### src/rtl/dec_5x32_pkg.sv
// Shared constants for the 5-to-32 decoder slice: select/decode widths and the
// default primitive gate delay in picoseconds.
`timescale 1ps/1ps
package dec_5x32_pkg;
    localparam int SEL_W              = 5;
    localparam int DEC_W              = 32;
    localparam int DEFAULT_GATE_DELAY = 50;
endpackage

### src/rtl/dec_5x32_cells.sv
// Leaf cells for the decoder: gate-level 2-to-4 and 3-to-8 decoders built from
// not/and primitives, and the synchronous-reset D flip-flop cell.
`timescale 1ps/1ps

module dec_2x4 #(
    parameter int GATE_DELAY = 50
) (
    input  logic [1:0] in,
    input  logic       en,
    output wire  [3:0] out
);
    wire [1:0]      in_n;
    wire [1:0][1:0] lit;

    not #(GATE_DELAY) n0 (in_n[0], in[0]);
    not #(GATE_DELAY) n1 (in_n[1], in[1]);

    // lit[1] is the true literal, lit[0] the complement; k's bits pick which.
    assign lit = {in, in_n};

    for (genvar k = 0; k < 4; k++) begin : g_and
        localparam logic [1:0] K = k[1:0];
        and #(GATE_DELAY) a (out[k], en, lit[K[1]][1], lit[K[0]][0]);
    end
endmodule

module dec_3x8 #(
    parameter int GATE_DELAY = 50
) (
    input  logic [2:0] in,
    input  logic       en,
    output wire  [7:0] out
);
    wire [2:0]      in_n;
    wire [1:0][2:0] lit;

    not #(GATE_DELAY) n0 (in_n[0], in[0]);
    not #(GATE_DELAY) n1 (in_n[1], in[1]);
    not #(GATE_DELAY) n2 (in_n[2], in[2]);

    assign lit = {in, in_n};

    for (genvar k = 0; k < 8; k++) begin : g_and
        localparam logic [2:0] K = k[2:0];
        and #(GATE_DELAY) a (out[k], en, lit[K[2]][2], lit[K[1]][1], lit[K[0]][0]);
    end
endmodule

module d_ff (
    input  logic clk,
    input  logic reset,
    input  logic d,
    output logic q
);
    always_ff @(posedge clk) begin
        if (reset) q <= 1'b0;
        else       q <= d;
    end
endmodule

### src/rtl/dec_5x32.sv
// 5-to-32 one-hot decoder: a 2-to-4 stage on in[4:3] enables one of four
// 3-to-8 stages on in[2:0]; out_q is a one-cycle registered copy of out.
`timescale 1ps/1ps
module dec_5x32
    import dec_5x32_pkg::*;
#(
    parameter int GATE_DELAY = DEFAULT_GATE_DELAY
) (
    input  logic             clk,
    input  logic             reset,
    input  logic [SEL_W-1:0] in,
    input  logic             en,
    output logic [DEC_W-1:0] out,
    output logic [DEC_W-1:0] out_q
);
    wire [3:0] grp;

    dec_2x4 #(.GATE_DELAY(GATE_DELAY)) u_hi (
        .in  (in[4:3]),
        .en  (en),
        .out (grp)
    );

    for (genvar g = 0; g < 4; g++) begin : g_lo
        dec_3x8 #(.GATE_DELAY(GATE_DELAY)) u_lo (
            .in  (in[2:0]),
            .en  (grp[g]),
            .out (out[g*8 +: 8])
        );
    end

    // Reset only touches the register bank; the combinational decode is untouched.
    for (genvar b = 0; b < DEC_W; b++) begin : g_ff
        d_ff u_ff (
            .clk   (clk),
            .reset (reset),
            .d     (out[b]),
            .q     (out_q[b])
        );
    end
endmodule

### config.mk
export PLATFORM = sky130hd
export DESIGN_NAME = dec_5x32
export DESIGN_NICKNAME = d
export VERILOG_FILES = /design/src/rtl/dec_5x32_pkg.sv /design/src/rtl/dec_5x32_cells.sv /design/src/rtl/dec_5x32.sv
export SDC_FILE = /design/constraint.sdc
export NUM_CORES = 1
export LEC_CHECK = 0
export ABC_AREA = 1
export BUFFER_PORTS_ARGS = -buffer_cell sky130_fd_sc_hd__buf_2
export CORE_UTILIZATION = 43
export DETAILED_ROUTE_END_ITERATION = 8
export PLACE_DENSITY = 0.73
export SLEW_MARGIN = 25
export SYNTH_ARGS = -nofsm -noshare
export SYNTH_HDL_FRONTEND = slang
export SYNTH_SLANG_ARGS = --single-unit
### constraint.sdc
create_clock -name clk -period 0.8 [get_ports clk]
set_input_delay 0.04 -clock clk [delete_from_list [all_inputs] [get_ports clk]]
set_output_delay 0.04 -clock clk [all_outputs]
set_load 0.01 [all_outputs]
==> flow_summary.ini, run 1 <==
[sta]
finalSetupViolCount = 0
final-max-slew-violation-count = 0
min_period_over_period = 0.9605
clock.fmax_mhz = 1301
rsz0062_at_grt = yes
hold_slack_ps = 76.01
slew-limit-headroom = 0.8234
final_worst_path_period_need_ps = 768.4
timing_hold_violations_final = 0
tightestPinTransition_ps = 264.3

[drt]
drtPass1Iterations = 4
routedWlPerCell_um = 10.92
drt.antenna.violating_nets = 0
vias_per_cell = 4.298
drc_errors = 0
detailedRoute.firstIterationViolations = 32
via_count = 1371
drt_wl_total_um = 3485

[yosys]
ys_seq_area_frac = 0.3565
synth_cell_types = 13
synth.net_count = 259
synth.cell_area_um2 = 1797
synth_warnings = 0
synth_area_per_cell_um2 = 7.158
yosys_register_bits = 32
postSynthCellCount = 251

[place]
dpl-instance-area_um2 = 1725
numPortBuffers = 71
place_hpwl_um = 2531
globalplace.congestion = 0.8464

[clock_network]
clkSinkCount = 32
tritoncts.num_buffers = 5
clk_pin_slew_worst_paths_ps = 70
cts_buffer_depth = 2
number_of_h_tree_levels = 2
cts_tree = built
clk_root_buffer_cell = sky130_fd_sc_hd__clkbuf_8
postCtsHoldBufs = 0

[power]
pwr_density_cell_nw_per_um2 = 1688
leakage_nw = 1.363
power.total_mw = 3.483
peakVddDrop_uv = 805.0

[floorplanning]
placementRows = 23
fp.coreArea_um2 = 4000
die-area_um2 = 4441
initial_core_util = 0.4492
io_pins = 72
die_span_in_x_um = 66.64
floorplan.die.height_um = 66.64

[final_layout]
antenna_cells = 0
nets = 276
utilization_after_layout = 0.5158
regMostFlops = g_ff.u_ff.q
layout-area-overhead-vs-synth_pct = 14.83
largest_register_ffs = 32
layout.cell_area.non_filler_um2 = 2063
biggestRegsByFlops = g_ff.u_ff.q x32
post_route_cells_drive_above_1_share = 0.4796

[worst_hold_path]
timing.hold.worst.class = primary input to flop
whs_endpoint = g_ff[6].u_ff.q
hp-start = in[4]
hold_path_depth = 4

[worst_setup_path]
end_kind = output pin
crit_path_start_kind = flop
worst_ep_arrival_ps = 730
crit_slowest_cell = sky130_fd_sc_hd__dfxtp_1
timing.critical_path.cells = buf_2
crit_required_ps = 760
worst_setup_path_start = g_ff[21].u_ff.q
number_of_gates_on_the_worst_path_with_buffers_counted = 1
timing_worst_setup_path_type = flop to output pin
critical_path.max_stage_delay_ps = 320
worstPathMaxFanout = 1
worstPathBufferInverterCount = 1
critical_path.top_delay_family = flip-flops

[global_route]
grt_first_pass_wirelength_um = 4981
grt_overflow = 0
first_global_vias = 1137
grt_util_all_layers = 0.1540
grt_start_max_net_pins = 33
initial_antenna_violation_count = 0

[job]
drv_cap = 0

[status]
run_status = complete, no violations
## per-stage QoR
step | cells | setup slack (ps) | setup TNS, ps
2_1_floorplan | 251 | 82.22 | 0
3_3_place_gp | 306 | -105.9 | -1535
3_5_place_dp | 306 | -87.58 | -1590
4_1_cts | 314 | -7.563 | -13.10
5_1_grt | 319 | -24.09 | -52.49
6_report | 319 | 31.63 | 0
## where the power goes
group | switching (mW) | internal, mW
Combinational | 0.241 | 0.143
Clock | 0.572 | 0.923
Sequential | 0.00188 | 1.60
Total | 0.814 | 2.67
## Yosys cell counts
library cell	instances	area, um2
sky130_fd_sc_hd__buf_4	65	488.0
sky130_fd_sc_hd__nor2_1	49	183.9
sky130_fd_sc_hd__buf_6	3	33.78
sky130_fd_sc_hd__nand3_1	26	130.1
sky130_fd_sc_hd__dfxtp_1	32	640.6
sky130_fd_sc_hd__clkinv_1	1	3.750
sky130_fd_sc_hd__nand2_1	20	75.07
sky130_fd_sc_hd__clkbuf_8	1	13.76
sky130_fd_sc_hd__inv_2	1	3.750
sky130_fd_sc_hd__clkbuf_1	3	11.26
sky130_fd_sc_hd__inv_1	46	172.7
sky130_fd_sc_hd__nor2_2	1	6.260
sky130_fd_sc_hd__nor2_4	3	33.78
## layout by cell type, fill, tap and decap left out, drive strengths merged
cell    count
dfxtp      32
nand2      20
inv        48
clkinv      1
clkbuf      6
nor2       53
buf        82
nand3      26
bufinv      1
## routing by layer
metal | vias to the layer above | track usage | part of all wire
met4 | 0 | 0.07979 | 0.019
met3 | 5 | 0.04623 | 0.055
li1 | 696 | - | -
met1 | 619 | 0.1847 | 0.44
met5 | - | 0 | 0
met2 | 51 | 0.2449 | 0.49
## cell families after synthesis
family,synth area share
buf+inv,0.4046
flops,0.3565
simple gates,0.2389
## final cells by class
class | count | area [um2]
inverters | 48 | 187.7
well taps | 50 | 62.56
flip-flops and latches | 32 | 640.6
clock buffers | 6 | 72.57
fillers | 385 | 1937
repair buffers | 82 | 520.5
clock inverters | 2 | 35.03
multi-input cells | 99 | 544.3
## worst max path at each step
stage | end | slack (ps)
floorplan | out[18] | 80
global placement | out[4] | -110
detailed placement | out[27] | -90
CTS | out[9] | -8
global route | out[3] | -20
finish | out_q[21] | 30
## timing repair
| action | in CTS | in global routing |
|---|---|---|
| resized for setup | 15 | 41 |
| setup endpoints to repair | 27 | 32 |
| buffers inserted | 0 | 5 |
| pin swaps | 3 | 9 |
No activity file was read; power rests on OpenSTA's default activity.
==> run 2, diff against run 1 <==
--- a/config.mk
+++ b/config.mk
@@ -7,10 +7,11 @@
 export LEC_CHECK = 0
 export ABC_AREA = 1
 export BUFFER_PORTS_ARGS = -buffer_cell sky130_fd_sc_hd__buf_2
-export CORE_UTILIZATION = 43
+export CORE_UTILIZATION = 38
 export DETAILED_ROUTE_END_ITERATION = 8
-export PLACE_DENSITY = 0.73
+export PLACE_DENSITY = 0.74
 export SLEW_MARGIN = 25
 export SYNTH_ARGS = -nofsm -noshare
 export SYNTH_HDL_FRONTEND = slang
+export SYNTH_HIERARCHICAL = 1
 export SYNTH_SLANG_ARGS = --single-unit
==> run 2 against run 1 <==
Effect of this change:
- the run now ends with negative setup slack left
- hold slack worse by 2.7 ps
- sequential cell count unchanged
- total power down 15%
- cell count down 6.6%
- global-route usage up 1.7 points
- setup slack worse by 55 ps
- non-clock buffer count down 8
- critical path type unchanged
==> flow_summary.ini, run 2 <==
[worst_setup_path]
number_of_gates_on_the_worst_path_with_buffers_counted = 1
crit_path_start_kind = flop
critical_path.top_delay_family = flip-flops
timing.critical_path.cells = buf_2
critical_path.max_stage_delay_ps = 320
timing_worst_setup_path_type = flop to output pin
crit_slowest_cell = sky130_fd_sc_hd__dfxtp_1
worstPathBufferInverterCount = 1
end_kind = output pin
worstPathMaxFanout = 1
crit_required_ps = 760
worst_ep_arrival_ps = 780

[job]
drv_cap = 0

[drt]
drt.antenna.violating_nets = 0
vias_per_cell = 4.161
via_count = 1240
drt_wl_total_um = 3152
routedWlPerCell_um = 10.58
detailedRoute.firstIterationViolations = 21
drtPass1Iterations = 3
drc_errors = 0

[worst_hold_path]
hold_path_depth = 3
timing.hold.worst.class = primary input to flop

[sta]
setup_total_negative_slack_ps = -227.3
timing_hold_violations_final = 0
min_period_over_period = 1.029
finalSetupViolCount = 24
setup_ws_post_layout_ps = -22.88
tightestPinTransition_ps = 209.0
slew-limit-headroom = 0.8604
final_worst_path_period_need_ps = 822.9
clock.fmax_mhz = 1215
final-max-slew-violation-count = 0
rsz0062_at_grt = yes

[global_route]
grt_first_pass_wirelength_um = 4298
grt_util_all_layers = 0.1714
grt_start_max_net_pins = 18
initial_antenna_violation_count = 0
first_global_vias = 1042
grt_overflow = 0

[final_layout]
nets = 261
post_route_cells_drive_above_1_share = 0.7008
layout-area-overhead-vs-synth_pct = 84.84
mostFrequentLayoutCells = sky130_fd_sc_hd__inv_1, sky130_fd_sc_hd__nor2_2, sky130_fd_sc_hd__buf_2
antenna_cells = 0
largest_register_ffs = 32
layout.cell_area.non_filler_um2 = 2303
regMostFlops = g_ff.u_ff/q
biggestRegsByFlops = g_ff.u_ff/q x32
layout.cells.most_common = sky130_fd_sc_hd__inv_1

[floorplanning]
initial_core_util = 0.4049
placementRows = 20
die-area_um2 = 3512
floorplan.die.height_um = 59.27
io_pins = 72
die_span_in_x_um = 59.27
fp.coreArea_um2 = 3078

[yosys]
synth.cell_area_um2 = 1246
synth_top_area_share = 0.5141
synthAdderAreaFrac = 0
ys_seq_area_frac = 0.5141
main_combinational_cell_family_by_area_after_synthesis = simple AND/OR/NAND/NOR gates
post_synth_and_or_nand_nor_area_fraction = 0.3474
synth_area_per_cell_um2 = 7.245
synth.top_cells.by_count = sky130_fd_sc_hd__inv_1, sky130_fd_sc_hd__nor2_1, sky130_fd_sc_hd__dfxtp_1, sky130_fd_sc_hd__nor2_2, sky130_fd_sc_hd__nand2_1
postSynth.asyncResetShare = 0
main_area_contributors_after_synthesis = sky130_fd_sc_hd__dfxtp_1, sky130_fd_sc_hd__nor2_2, sky130_fd_sc_hd__inv_1, sky130_fd_sc_hd__nor2_1, sky130_fd_sc_hd__nand2_1
synth_xor_area_frac = 0
yosys_most_used_dff = sky130_fd_sc_hd__dfxtp_1
synth_cell_types = 5
yosys_register_bits = 32
synth-compound-area-share = 0
synth.net_count = 180
yosys-mux-area-fraction = 0
postSynthCellCount = 172
synthMostInstantiatedCell = sky130_fd_sc_hd__inv_1
biggest_area_consumer_among_synthesized_cells = sky130_fd_sc_hd__dfxtp_1
edff_count_synth = 0
synth_warnings = 6

[power]
leakage_nw = 1.033
peakVddDrop_uv = 882.8
pwr_density_cell_nw_per_um2 = 1290

[status]
run_status = complete, but fails checks
violated_checks = negative setup slack

[clock_network]
clkSinkCount = 32
clk_root_buffer_cell = sky130_fd_sc_hd__clkbuf_4
cts_tree = built
clk_pin_slew_worst_paths_ps = 100
tritoncts.num_buffers = 5
number_of_h_tree_levels = 2
cts_buffer_depth = 2

[place]
numPortBuffers = 71
place_hpwl_um = 1997
globalplace.congestion = 0.6960
dpl-instance-area_um2 = 1697
## run 2: cell types whose count changed after synthesis, sizes merged
| cell | before | now |
|---|---|---|
| clkbuf | 4 | 0 |
| inv | 47 | 46 |
| nor2 | 53 | 68 |
| clkinv | 1 | 0 |
| nand2 | 20 | 26 |
| buf | 68 | 0 |
| nand3 | 26 | 0 |
## run 2: cell type report
type,instances,area (um2)
Fill cell,237,774.5
Multi-Input combinational cell,94,748.2
Sequential cell,32,653.1
Timing Repair Buffer,74,610.6
Inverter,46,177.7
Clock buffer,8,58.81
Tap cell,44,55.05
## run 2: tightest hold or removal path, delay by kind of cell
family,cells,cell delay [ps]
buf+inv,2,290
simple gates,1,50
## run 2: kinds of logic (layout without fill, tap and decap cells)
family                 count (synthesis)  count (layout)
flip-flops                            32              32
buffers and inverters                 46             128
AND/OR/NAND/NOR                       94              94
## run 2: path summary, 6_finish.rpt
check / from / to / slack, ps
setup / recovery: g_ff[25].u_ff/q / out_q[25] / -20
hold / removal: reset / g_ff[24].u_ff/q / 70
## run 2: metrics by stage
| step | std cells | power (mW) | utilization | worst slack [ps] | hold slack [ps] |
|---|---|---|---|---|---|
| floorplan | 172 | 1.740 | - | 45.25 | 106.9 |
| global placement | 289 | 1.869 | 0.5512 | -85.33 | 431.9 |
| detailed placement | 289 | 1.873 | 0.5512 | -87.27 | 431.8 |
| CTS | 297 | 2.872 | 0.6028 | -49.13 | 64.47 |
| global route | 298 | 3.114 | 0.7484 | -73.19 | 57.11 |
| finish | 298 | 2.972 | 0.7484 | -22.88 | 73.34 |
## run 2: power by group
| group | switching, mW | leakage (nW) | internal (mW) |
|---|---|---|---|
| clock | 0.539 | 0.0326 | 0.433 |
| combinational | 0.262 | 0.737 | 0.134 |
| sequential | 0.00261 | 0.263 | 1.60 |
| total | 0.804 | 1.03 | 2.17 |
## run 2: routing by layer
layer  GRT usage  vias to the layer above  share of wire
met5           0                        -              0
met4     0.08503                        0          0.022
met3     0.08734                        8          0.067
met2      0.2697                       47           0.51
met1      0.1897                      550           0.40
li1            -                      635              -
## run 2: what timing repair did
item | CTS | global route
hold buffers | 0 | 0
pin swaps | 18 | 16
setup buffers | 0 | 1
endpoints found under the setup margin | 51 | 64
cloned | 0 | 0
resized for setup | 36 | 108
==> run 3, diff against run 2 <==
--- a/config.mk
+++ b/config.mk
@@ -6,7 +6,7 @@
 export NUM_CORES = 1
 export LEC_CHECK = 0
 export ABC_AREA = 1
-export BUFFER_PORTS_ARGS = -buffer_cell sky130_fd_sc_hd__buf_2
+export BUFFER_PORTS_ARGS = -buffer_cell sky130_fd_sc_hd__clkbuf_2
 export CORE_UTILIZATION = 38
 export DETAILED_ROUTE_END_ITERATION = 8
 export PLACE_DENSITY = 0.74
==> run 3 against run 2 <==
Effect of this change:
- the run still ends with negative setup slack left
- setup slack better by 1.9 ps
- critical path depth is 6 higher
- non-clock buffer count is 2 higher
- wire length is 1.3% lower
- hold slack better by 31 ps
- first-iteration DRC count is 38% higher
- via count is 1.1% higher
- sequential share of layout area is 0.43 points lower
- cell count is 0.67% higher
- fmax is 0.23% higher
- sequential cell count stayed put
- clock power is 3.1% lower
- critical path type is now primary input to output pin
- critical endpoint is now out[4]
==> flow_summary.ini, run 3 (synthesized netlist as in run 2, its figures left out) <==
[sta]
rsz0062_at_grt = yes
tightestPinTransition_ps = 212.7
clock.fmax_mhz = 1218
min_period_over_period = 1.026
timing_hold_violations_final = 0
finalSetupViolCount = 5
slew-limit-headroom = 0.8582
final_worst_path_period_need_ps = 821.0
setup_ws_post_layout_ps = -21.03
hold_slack_ps = 103.9
final-max-slew-violation-count = 0

[floorplanning]
initial_core_util = 0.4049
io_pins = 72
fp.coreArea_um2 = 3078
die_span_in_x_um = 59.27
die-area_um2 = 3512
floorplan.die.height_um = 59.27
placementRows = 20

[clock_network]
cts_tree = built
clk_root_buffer_cell = sky130_fd_sc_hd__clkbuf_4
number_of_h_tree_levels = 2
postCtsHoldBufs = 0
clkSinkCount = 32
cts_buffer_depth = 2
clk_pin_slew_worst_paths_ps = 100
tritoncts.num_buffers = 5

[place]
numPlacedInstances = 289
globalplace.congestion = 0.6977
place_hpwl_um = 2013
dpl-instance-area_um2 = 1697
numPortBuffers = 71

[global_route]
initial_antenna_violation_count = 0
grt_util_all_layers = 0.1663
first_global_vias = 1026
grt_overflow = 0
grt_start_max_net_pins = 18
grt_first_pass_wirelength_um = 4340

[power]
pwr_density_cell_nw_per_um2 = 1251
power.total_mw = 2.943
leakage_nw = 1.051
peakVddDrop_uv = 776.3

[worst_setup_path]
crit_slowest_cell = sky130_fd_sc_hd__nor2_4
crit_required_ps = 760
worstPathBufferInverterCount = 3
worst_ep_arrival_ps = 780
number_of_gates_on_the_worst_path_with_buffers_counted = 7
timing.critical_path.cells = buf_8 -> inv_4 -> nand2_4 -> nor2_4 -> nand2_4 -> nor2_4 -> buf_6
crit_path_start_kind = primary input
timing_worst_setup_path_type = primary input to output pin
critical_path.max_stage_delay_ps = 160
end_kind = output pin
critical_path.top_delay_family = simple AND/OR/NAND/NOR gates
worstPathMaxFanout = 4

[final_layout]
utilization_after_layout = 0.7642
post_route_cells_drive_above_1_share = 0.6914
regMostFlops = g_ff.u_ff/q
biggestRegsByFlops = g_ff.u_ff/q x32
layout.cell_area.non_filler_um2 = 2352
nets = 263
final_instance_count_excl_fillers = 300
mostFrequentLayoutCells = sky130_fd_sc_hd__inv_1, sky130_fd_sc_hd__nor2_2, sky130_fd_sc_hd__buf_6
layout-area-overhead-vs-synth_pct = 88.76
antenna_cells = 0
layout.cells.most_common = sky130_fd_sc_hd__inv_1
largest_register_ffs = 32

[drt]
drc_errors = 0
drt.antenna.violating_nets = 0
detailedRoute.firstIterationViolations = 29
routedWlPerCell_um = 10.37
drtPass1Iterations = 4
via_count = 1254
vias_per_cell = 4.180
drt_wl_total_um = 3112

[job]
drv_cap = 0

[worst_hold_path]
hold_path_depth = 3
timing.hold.worst.class = primary input to flop

[status]
violated_checks = negative setup slack
run_status = complete, but fails checks
-- run 3: through the flow --
step | setup TNS (ps) | setup slack (ps)
floorplan | 0 | 45.25
global placement | -1880 | -83.00
detailed placement | -2593 | -108.7
CTS | -717.9 | -38.67
global route | -1792 | -68.33
finish | -29.16 | -21.03
-- run 3: routing by layer --
layer	routed length (um)	global-route usage
met4	50	0.07143
met2	1704	0.2697
met5	0	0
met3	160	0.04803
met1	1196	0.2046
-- run 3: area by class of cell --
type / count / area, um2
well taps: 44 / 55.05
repair buffers: 76 / 655.6
flip-flops and latches: 32 / 656.9
inverters: 46 / 177.7
multi-input cells: 94 / 748.2
clock buffers: 8 / 58.81
fillers: 230 / 725.7
-- run 3: report_power, final --
part | internal (mW) | switching, mW
sequential | 1.60 | 0.00273
combinational | 0.136 | 0.261
clock | 0.434 | 0.509
-- run 3: worst paths after layout --
check   from         endpoint
max    in[3]           out[4]
min    reset  g_ff[24].u_ff/q
-- run 3: repair_timing --
action                     CTS  global route
pin swaps                   18            20
setup endpoints to repair   51            64
gates resized for setup     49           156
cloned                       0             0
hold endpoints to repair     0             0
setup buffers                2             1
